--- config.mk ---
export PLATFORM = sky130hd
export DESIGN_NAME = twin_channel_merge_flat
export DESIGN_NICKNAME = d
export VERILOG_FILES = /design/src/rtl/twin_channel_merge_if.sv /design/src/rtl/twin_channel_merge.sv /design/src/flat_wrapper.sv
export SDC_FILE = /design/constraint.sdc
export NUM_CORES = 1
export LEC_CHECK = 0
export ABC_AREA = 0
export CAP_MARGIN = 20
export CORE_MARGIN = 2
export CORE_UTILIZATION = 25
export CTS_BUF_LIST = sky130_fd_sc_hd__clkbuf_16
export DETAILED_ROUTE_END_ITERATION = 7
export GPL_TIMING_DRIVEN = 0
export SYNTH_ARGS = -nofsm -noshare
export SYNTH_HDL_FRONTEND = slang
export SYNTH_SLANG_ARGS = --single-unit
--- constraint.sdc ---
create_clock -name clk -period 2.8 [get_ports clk]
set_input_delay 0.42 -clock clk [delete_from_list [all_inputs] [get_ports clk]]
set_output_delay 0.42 -clock clk [all_outputs]
set_load 0.01 [all_outputs]
--- src/rtl/twin_channel_merge_if.sv ---
// Bundle of the two input channels, the merged output stream and the fill levels
// for twin_channel_merge. The "master" side drives the inputs; "slave" is the merger.
interface twin_channel_merge_if #(
    parameter int WIDTH = 8,
    parameter int DEPTH = 4
);
    localparam int CW = $clog2(DEPTH) + 1;

    logic [WIDTH-1:0] in1_data;
    logic             in1_valid;
    logic             in1_ready;
    logic [WIDTH-1:0] in2_data;
    logic             in2_valid;
    logic             in2_ready;
    logic [WIDTH-1:0] out_data;
    logic             out_chan;
    logic             out_valid;
    logic             out_ready;
    logic [CW-1:0]    fill1;
    logic [CW-1:0]    fill2;

    modport master (
        output in1_data, in1_valid, in2_data, in2_valid, out_ready,
        input  in1_ready, in2_ready, out_data, out_chan, out_valid, fill1, fill2
    );

    modport slave (
        input  in1_data, in1_valid, in2_data, in2_valid, out_ready,
        output in1_ready, in2_ready, out_data, out_chan, out_valid, fill1, fill2
    );
endinterface

--- src/rtl/twin_channel_merge.sv ---
// Two per-channel FIFOs merged round-robin into one registered, channel-tagged stream.
// The output register doubles as the registered read port of both FIFO memories.
module twin_channel_merge #(
    parameter int WIDTH = 8,
    parameter int DEPTH = 4
) (
    input  logic               clk,
    input  logic               rst,
    twin_channel_merge_if.slave bus
);
    localparam int CW = $clog2(DEPTH) + 1;
    localparam int AW = $clog2(DEPTH);

    logic [WIDTH-1:0] in_data [2];
    logic [1:0]       in_valid;
    logic [1:0]       in_ready;
    logic [1:0]       nonempty;
    logic [1:0]       pop;
    logic [WIDTH-1:0] head [2];
    logic [CW-1:0]    fill [2];

    logic             load;
    logic             grant;
    logic             out_valid_reg;
    logic             out_chan_reg;
    logic [WIDTH-1:0] out_data_reg;
    logic             last_grant_reg;

    assign in_data[0]  = bus.in1_data;
    assign in_data[1]  = bus.in2_data;
    assign in_valid[0] = bus.in1_valid;
    assign in_valid[1] = bus.in2_valid;

    generate
        for (genvar gi = 0; gi < 2; gi++) begin : g_fifo
            logic [WIDTH-1:0] mem [DEPTH];
            logic [AW-1:0]    wr_ptr_reg;
            logic [AW-1:0]    rd_ptr_reg;
            logic [CW-1:0]    fill_reg;
            logic             push;

            // Ready depends only on occupancy: a full FIFO never accepts, even while popping.
            assign in_ready[gi] = (fill_reg != CW'(DEPTH));
            assign push         = in_valid[gi] && in_ready[gi];
            assign nonempty[gi] = (fill_reg != '0);
            assign head[gi]     = mem[rd_ptr_reg];
            assign fill[gi]     = fill_reg;

            always_ff @(posedge clk) begin
                if (push) begin
                    mem[wr_ptr_reg] <= in_data[gi];
                end
            end

            always_ff @(posedge clk or posedge rst) begin
                if (rst) begin
                    wr_ptr_reg <= '0;
                    rd_ptr_reg <= '0;
                    fill_reg   <= '0;
                end else begin
                    if (push) begin
                        wr_ptr_reg <= wr_ptr_reg + AW'(1);
                    end
                    if (pop[gi]) begin
                        rd_ptr_reg <= rd_ptr_reg + AW'(1);
                    end
                    case ({push, pop[gi]})
                        2'b10:   fill_reg <= fill_reg + CW'(1);
                        2'b01:   fill_reg <= fill_reg - CW'(1);
                        default: fill_reg <= fill_reg;
                    endcase
                end
            end
        end
    endgenerate

    // Arbitration sees only pre-edge FIFO state, so a same-edge push is never eligible.
    always_comb begin
        load  = !out_valid_reg || bus.out_ready;
        grant = 1'b0;
        pop   = '0;
        if (nonempty == 2'b11) begin
            grant = !last_grant_reg;
        end else if (nonempty[1]) begin
            grant = 1'b1;
        end
        if (load && (nonempty != '0)) begin
            pop = grant ? 2'b10 : 2'b01;
        end
    end

    always_ff @(posedge clk or posedge rst) begin
        if (rst) begin
            out_valid_reg  <= 1'b0;
            out_data_reg   <= '0;
            out_chan_reg   <= 1'b0;
            last_grant_reg <= 1'b1;
        end else if (load) begin
            if (nonempty != '0) begin
                out_valid_reg  <= 1'b1;
                out_data_reg   <= head[grant];
                out_chan_reg   <= grant;
                last_grant_reg <= grant;
            end else begin
                out_valid_reg  <= 1'b0;
            end
        end
    end

    assign bus.in1_ready = in_ready[0];
    assign bus.in2_ready = in_ready[1];
    assign bus.out_data  = out_data_reg;
    assign bus.out_chan  = out_chan_reg;
    assign bus.out_valid = out_valid_reg;
    assign bus.fill1     = fill[0];
    assign bus.fill2     = fill[1];
endmodule

--- src/flat_wrapper.sv ---
// flat-port wrapper written by rule: the top's interface ports become plain ports
module twin_channel_merge_flat 
#(
    parameter int WIDTH = 8,
    parameter int DEPTH = 4
)
  (clk, rst, bus_in1_data, bus_in1_valid, bus_in2_data, bus_in2_valid, bus_out_ready, bus_in1_ready, bus_in2_ready, bus_out_data, bus_out_chan, bus_out_valid, bus_fill1, bus_fill2);
  twin_channel_merge_if #(.WIDTH(WIDTH), .DEPTH(DEPTH)) bus_i ();
  input  logic clk;
  input  logic rst;
  input wire logic [$bits(bus_i.in1_data)-1:0] bus_in1_data;
  input wire logic [$bits(bus_i.in1_valid)-1:0] bus_in1_valid;
  input wire logic [$bits(bus_i.in2_data)-1:0] bus_in2_data;
  input wire logic [$bits(bus_i.in2_valid)-1:0] bus_in2_valid;
  input wire logic [$bits(bus_i.out_ready)-1:0] bus_out_ready;
  output wire logic [$bits(bus_i.in1_ready)-1:0] bus_in1_ready;
  output wire logic [$bits(bus_i.in2_ready)-1:0] bus_in2_ready;
  output wire logic [$bits(bus_i.out_data)-1:0] bus_out_data;
  output wire logic [$bits(bus_i.out_chan)-1:0] bus_out_chan;
  output wire logic [$bits(bus_i.out_valid)-1:0] bus_out_valid;
  output wire logic [$bits(bus_i.fill1)-1:0] bus_fill1;
  output wire logic [$bits(bus_i.fill2)-1:0] bus_fill2;
  assign bus_i.in1_data = bus_in1_data;
  assign bus_i.in1_valid = bus_in1_valid;
  assign bus_i.in2_data = bus_in2_data;
  assign bus_i.in2_valid = bus_in2_valid;
  assign bus_i.out_ready = bus_out_ready;
  assign bus_in1_ready = bus_i.in1_ready;
  assign bus_in2_ready = bus_i.in2_ready;
  assign bus_out_data = bus_i.out_data;
  assign bus_out_chan = bus_i.out_chan;
  assign bus_out_valid = bus_i.out_valid;
  assign bus_fill1 = bus_i.fill1;
  assign bus_fill2 = bus_i.fill2;
  twin_channel_merge #(.WIDTH(WIDTH), .DEPTH(DEPTH)) u_core (.clk(clk), .rst(rst), .bus(bus_i));
endmodule
Word level (Yosys, flattened, before mapping):

Memories as Yosys holds them, arrays and structs flattened.
Cells that the tools add are included.
W data, S select, Z words.

* magnitude comparators: 1
* divide/modulo/power cells: 0
* shifts and indexed selects: 0
* bitwise logic cells: 1
* multiply operators: 0
* reductions and logical operators: 12
* $add $sub $neg: 8
* muxes and demuxes: 14
* equal/unequal tests: 7

Operators by type and width (number)
* $mux W8: 3
* $pmux W3 S2: 2
* $add A2 B1 Y2 const B: 4
* $mux W1: 7
* $add A3 B1 Y3 const B: 2
* $eq A2 B2 Y1 const B: 3
* $ne A3 B3 Y1 const B: 2
* $reduce_bool A2 Y1: 3
* $reduce_bool A3 Y1: 2
* $sub A3 B1 Y3 const B: 2
* $eq A2 B1 Y1 const B: 2
* $mux W2: 2
* $logic_and A1 B1 Y1: 3
* $ge A2 B2 Y1 const B: 1
* $logic_not A1 Y1: 2
* $not A1 Y2: 1
* $reduce_and A2 Y1: 1
* $logic_or A1 B1 Y1: 1

* input port bits: 21
* flip-flop bits (word level): 25
* logic and storage cells: 55
* RAM bits: 64
* latch bits: 0
* memories kept: 2
* output and inout port bits: 18
* memory bits (read-only): 0

Memory list
* u_core.g_fifo[0].mem: depth 4, width 8, rd ports 1, clocked after memory_dff 0, wr ports 1, line twin_channel_merge.sv:36 `logic [WIDTH-1:0] mem [DEPTH];`
* u_core.g_fifo[1].mem: depth 4, width 8, rd ports 1, clocked after memory_dff 0, wr ports 1, line twin_channel_merge.sv:36

Depth between registers and ports, before layout:

* depth after elaboration: 7
* depth in mapped cells: 9
* gate-level depth less buffers: 9

Worst setup path after synthesis:

No wires, ideal clock.

* kind: reg2reg
* start: register u_core.g_fifo[0].fill_reg[0] (netlist: u_core.bus.fill1[0])
* end: register u_core.g_fifo[1].fill_reg[2] (netlist: u_core.bus.fill2[2])
* setup time: 0.079 ns
* path slack: 0.484 ns
* data required time: 2.721 ns
* data arrival time: 2.237 ns
* buffers on the path: 0
* stages on the path, launching flop included: 9
* cells stage by stage: dfrtp_1 > o31ai_2 > and3_4 > ha_1 > inv_1 > fa_1 > xor2_1 > nor2_1 > xor2_1

* longest elaborated chain between the ends: 7
* elaborated cells on any way between the ends: 11
* those cells by class: eq/ne (3); mux (4); reduce/logical (4)

Ends and longest elaborated chain
* from (decl): line twin_channel_merge.sv:39 `logic [CW-1:0] fill_reg;`
* from (signal assigned): line twin_channel_merge.sv:68 `2'b10: fill_reg <= fill_reg + CW'(1);`
* from (signal assigned): line twin_channel_merge.sv:69 `2'b01: fill_reg <= fill_reg - CW'(1);`
* from (signal assigned): line twin_channel_merge.sv:70 `default: fill_reg <= fill_reg;`
* $reduce_bool A3 Y1 (*): line twin_channel_merge.sv:45 `assign nonempty[gi] = (fill_reg != '0);`
* $eq A2 B2 Y1: line twin_channel_merge.sv:82 `if (nonempty == 2'b11) begin`
* $mux W1: line twin_channel_merge.sv:82
* $mux W2: line twin_channel_merge.sv:88 `pop = grant ? 2'b10 : 2'b01;`
* $mux W2 (*): line twin_channel_merge.sv:87 `if (load && (nonempty != '0)) begin`
* via u_core.pop[1]: line twin_channel_merge.sv:18 `logic [1:0] pop;`
* $eq A2 B1 Y1 or $eq A2 B2 Y1 (tied branches): line twin_channel_merge.sv:67 `case ({push, pop[gi]})`
* $pmux W3 S2 or $reduce_bool A2 Y1 (tied branches)
* to (signal assigned): line twin_channel_merge.sv:68
* to (signal assigned): line twin_channel_merge.sv:69
* to (signal assigned): line twin_channel_merge.sv:70
* to (decl): line twin_channel_merge.sv:39

Mark *: on every way through the listed nets, which the timed path passes. The rest lies on a longest branch.
A chain may end at the register's enable or synchronous reset.

Worst setup path in the final report:

Same ends and word-level chain as after synthesis.

==> results.md <==
* Initial antenna violation count at 0
* Top-area cell type share of the netlist area at 51.0%
* DR vias/cell at 4.26
* Chip Width at 127 um
* Starting Density at 25.7%
* Total die area at 16100 sq um
* Multi-input logic area at 1070 sq um
* Register area at 2550 sq um
* Final setup TNS at 0 ns
* Combinational share of power at 36.8%
* N_diodes at 0
* Layout Skew at 0.00957 ns
* Net Switching at 1.61 mW
* Minimum clock period at 2.53 ns
* Pwr/cell area at 1060 nW/um^2
* Drt wl/cell at 15.7 um
* GRT Residual Overflow at 0
* Max VDD drop at 0.000362 V
* Synth Warn # at 0
* First-pass DRT Iterations at 4
* Synth cell types at 32
* DRT antenna net count at 0
* Postcts setup bufs at 0
* Final setup vio count at 0
* CTS sink count at 89
* Yosys top cell by area: edfxtp_1
* Register area share after synthesis at 67.7%
* First-pass GRT wire length at 11400 um
* Clock power share at 22.6%
* Fmax achieved at 395 MHz
* Nets at 295
* Port Buffers at 38
* Die Ht at 127 um
* Critical path capture point type: register
* Post-synthesis register bit count at 89
* Post-DP HPWL at 4990 um
* Critical path type: reg -> reg
* Post-synth top flop: edfxtp_1
* Max reg flops at 64
* Startpoint types: register
* Int Pwr at 3.35 mW
* Total GRT Usage at 9.48%
* Crit-path max FO at 10
* Status: finished, final reports clean
* Count leader, synth: edfxtp_1
* Worst path required time at 3.07 ns
* Crit share post-route at 90.3%
* Worst reg2reg path depth at 8
* Slew Limit Fails at 0
* Fin. Hold Viols at 0
* Worst Hold Class: in -> async
* Power Total at 4.96 mW
* Beginning of the critical path: u_core.bus.fill1[0]
* Switching part of the total at 32.4%
* Top cells by area, synth: edfxtp_1 (51%), dfrtp_1 (16%), mux4_2 (9.6%)
* Slew margin rel. at 52.8%
* Number of fill cells at 1433
* Post_cts resized at 0
* EDFF count, synth at 64
* Pleak at 1.71 nW
* Post-Syn Nets at 245
* Post-CTS Hold Fix Bufs at 0
* RSZ-0062 raised after global routing: no
* Least-Margin Pin Slew at 0.704 ns
* Share of cells above drive strength 1 at 21.8%
* I/O Pins at 39
* RePlAce Congestion at 0.728
* Seq pwr share at 40.6%
* Htree depth at 3
* Flop-to-flop setup slack at 0.27 ns
* Worst R2R End: u_core.bus.fill2[2]
* Worst skew pair latency at 0.34 ns
* CTS Buf Count at 9
* Routed WL at 7080 um
* CTS Buffer Depth at 2
* Reg clk slew, reported paths at 0.07 ns
* Async set-reset flop share out of synthesis at 28.1%
* Synth cell count leaders: edfxtp_1 (64), inv_1 (27), dfrtp_1 (24), mux4_2 (16), ha_1 (10)
* Data arrival, critical path at 2.80 ns
* Number of max-cap violations at 0
* Residual DRC at 0
* DR vias at 1918
* Largest net degree at the start of global routing at 26
* Core area at 14600 sq um
* Synth Cell Area at 3770 sq um
* Cell Rows at 44
* TritonCTS clock tree: yes
* Post-Synthesis Cells at 212
* Crit Reg-Reg Startpoint: u_core.bus.fill1[0]
* Vias in the first global route at 2054
* CTS Root Cell: clkbuf_16
* Avg Cell Area, Syn at 17.8 sq um
* Area growth from synthesis to layout at 24.3%
* Setup crit end: u_core.bus.fill2[2]
* Initial DRC count at 115
## critical path, stage by stage (launching register included)
cell and delay, ns:
dfrtp_1 0.47, o31ai_2 0.67, and3_4 0.32, ha_1 0.18, inv_1 0.06, fa_1 0.37
xor2_1 0.15, nor2_1 0.11, xor2_1 0.14
## cell families (layout without fill, tap and decap cells)
group | Yosys count | in the layout | synth area share (%)
fa+ha+maj | 12 | 12 | 4.39
buf+inv | 35 | 89 | 3.99
xor+xnor | 12 | 12 | 2.99
simple gates | 30 | 30 | 5.35
mux | 20 | 20 | 10.9
flops | 89 | 89 | 67.7
compound gates | 14 | 14 | 4.68
## layout by cell type, fill, tap and decap left out, types with 2 or more instances in the layout
| cell | count |
|---|---|
| and2_4 | 2 |
| and3_1 | 8 |
| buf_2 | 3 |
| buf_6 | 2 |
| clkbuf_1 | 3 |
| clkbuf_16 | 9 |
| clkdlybuf4s50_1 | 38 |
| clkinvlp_4 | 2 |
| dfrtp_1 | 24 |
| edfxtp_1 | 64 |
| fa_1 | 2 |
| ha_1 | 10 |
| inv_1 | 27 |
| inv_6 | 3 |
| mux2_4 | 2 |
| mux4_2 | 16 |
| nand4_1 | 9 |
| nor2_1 | 3 |
| o21a_1 | 3 |
| o221ai_2 | 8 |
| or3b_4 | 2 |
| xnor2_1 | 8 |
| xor2_1 | 3 |
## metal layers
layer / share of wire (%) / GRT usage, %
met1: 46 / 12.2
met2: 49 / 15.4
met3: 4.2 / 2.61
met4: 1.2 / 3.49
met5: 0 / 0
## power by group through the flow
stage,clock [mW],sequential (mW),combinational (mW)
finish,1.12,2.02,1.82
CTS,1.14,2.03,1.87
global placement,0,2.03,1.81
detailed placement,0,2.05,1.87
floorplan,0,2.04,1.21
global route,1.20,2.07,2.01
## area by class of cell
cell class                 instances  share of cell area [%]
inverter                          27                    2.17
sequential                        89                    54.5
multi-input combinational         88                    22.8
clock inverter                     6                    1.07
buffer                             8                    1.04
timing repair buffer              39                    8.72
tap                              184                    4.92
clock buffer                       9                    4.81
## worst min-delay path by stage
stage                     slack, ns                start                   to
after floorplan                0.45                  rst  u_core.bus.fill1[0]
after detailed placement       0.49  u_core.bus.out_chan  u_core.bus.out_chan
after global routing           0.29                  rst  u_core.bus.fill2[1]
final                          0.27                  rst  u_core.bus.fill2[1]
after global placement         0.49  u_core.bus.out_chan  u_core.bus.out_chan
after CTS                      0.50  u_core.bus.out_chan  u_core.bus.out_chan
## metrics by stage
step | utilization, % | instance area (sq um) | instances | hold WS, ns | setup slack (ns)
after floorplan | - | 3770 | 212 | 0.447 | 0.484
after global placement | 29.9 | 4380 | 434 | 0.490 | 0.240
after detailed placement | 29.9 | 4380 | 434 | 0.487 | 0.234
after CTS | 31.8 | 4650 | 449 | 0.501 | 0.256
after global routing | 32.0 | 4680 | 450 | 0.286 | 0.0530
final | 32.0 | 4680 | 450 | 0.271 | 0.271
Power figures use the tool's default switching activity.
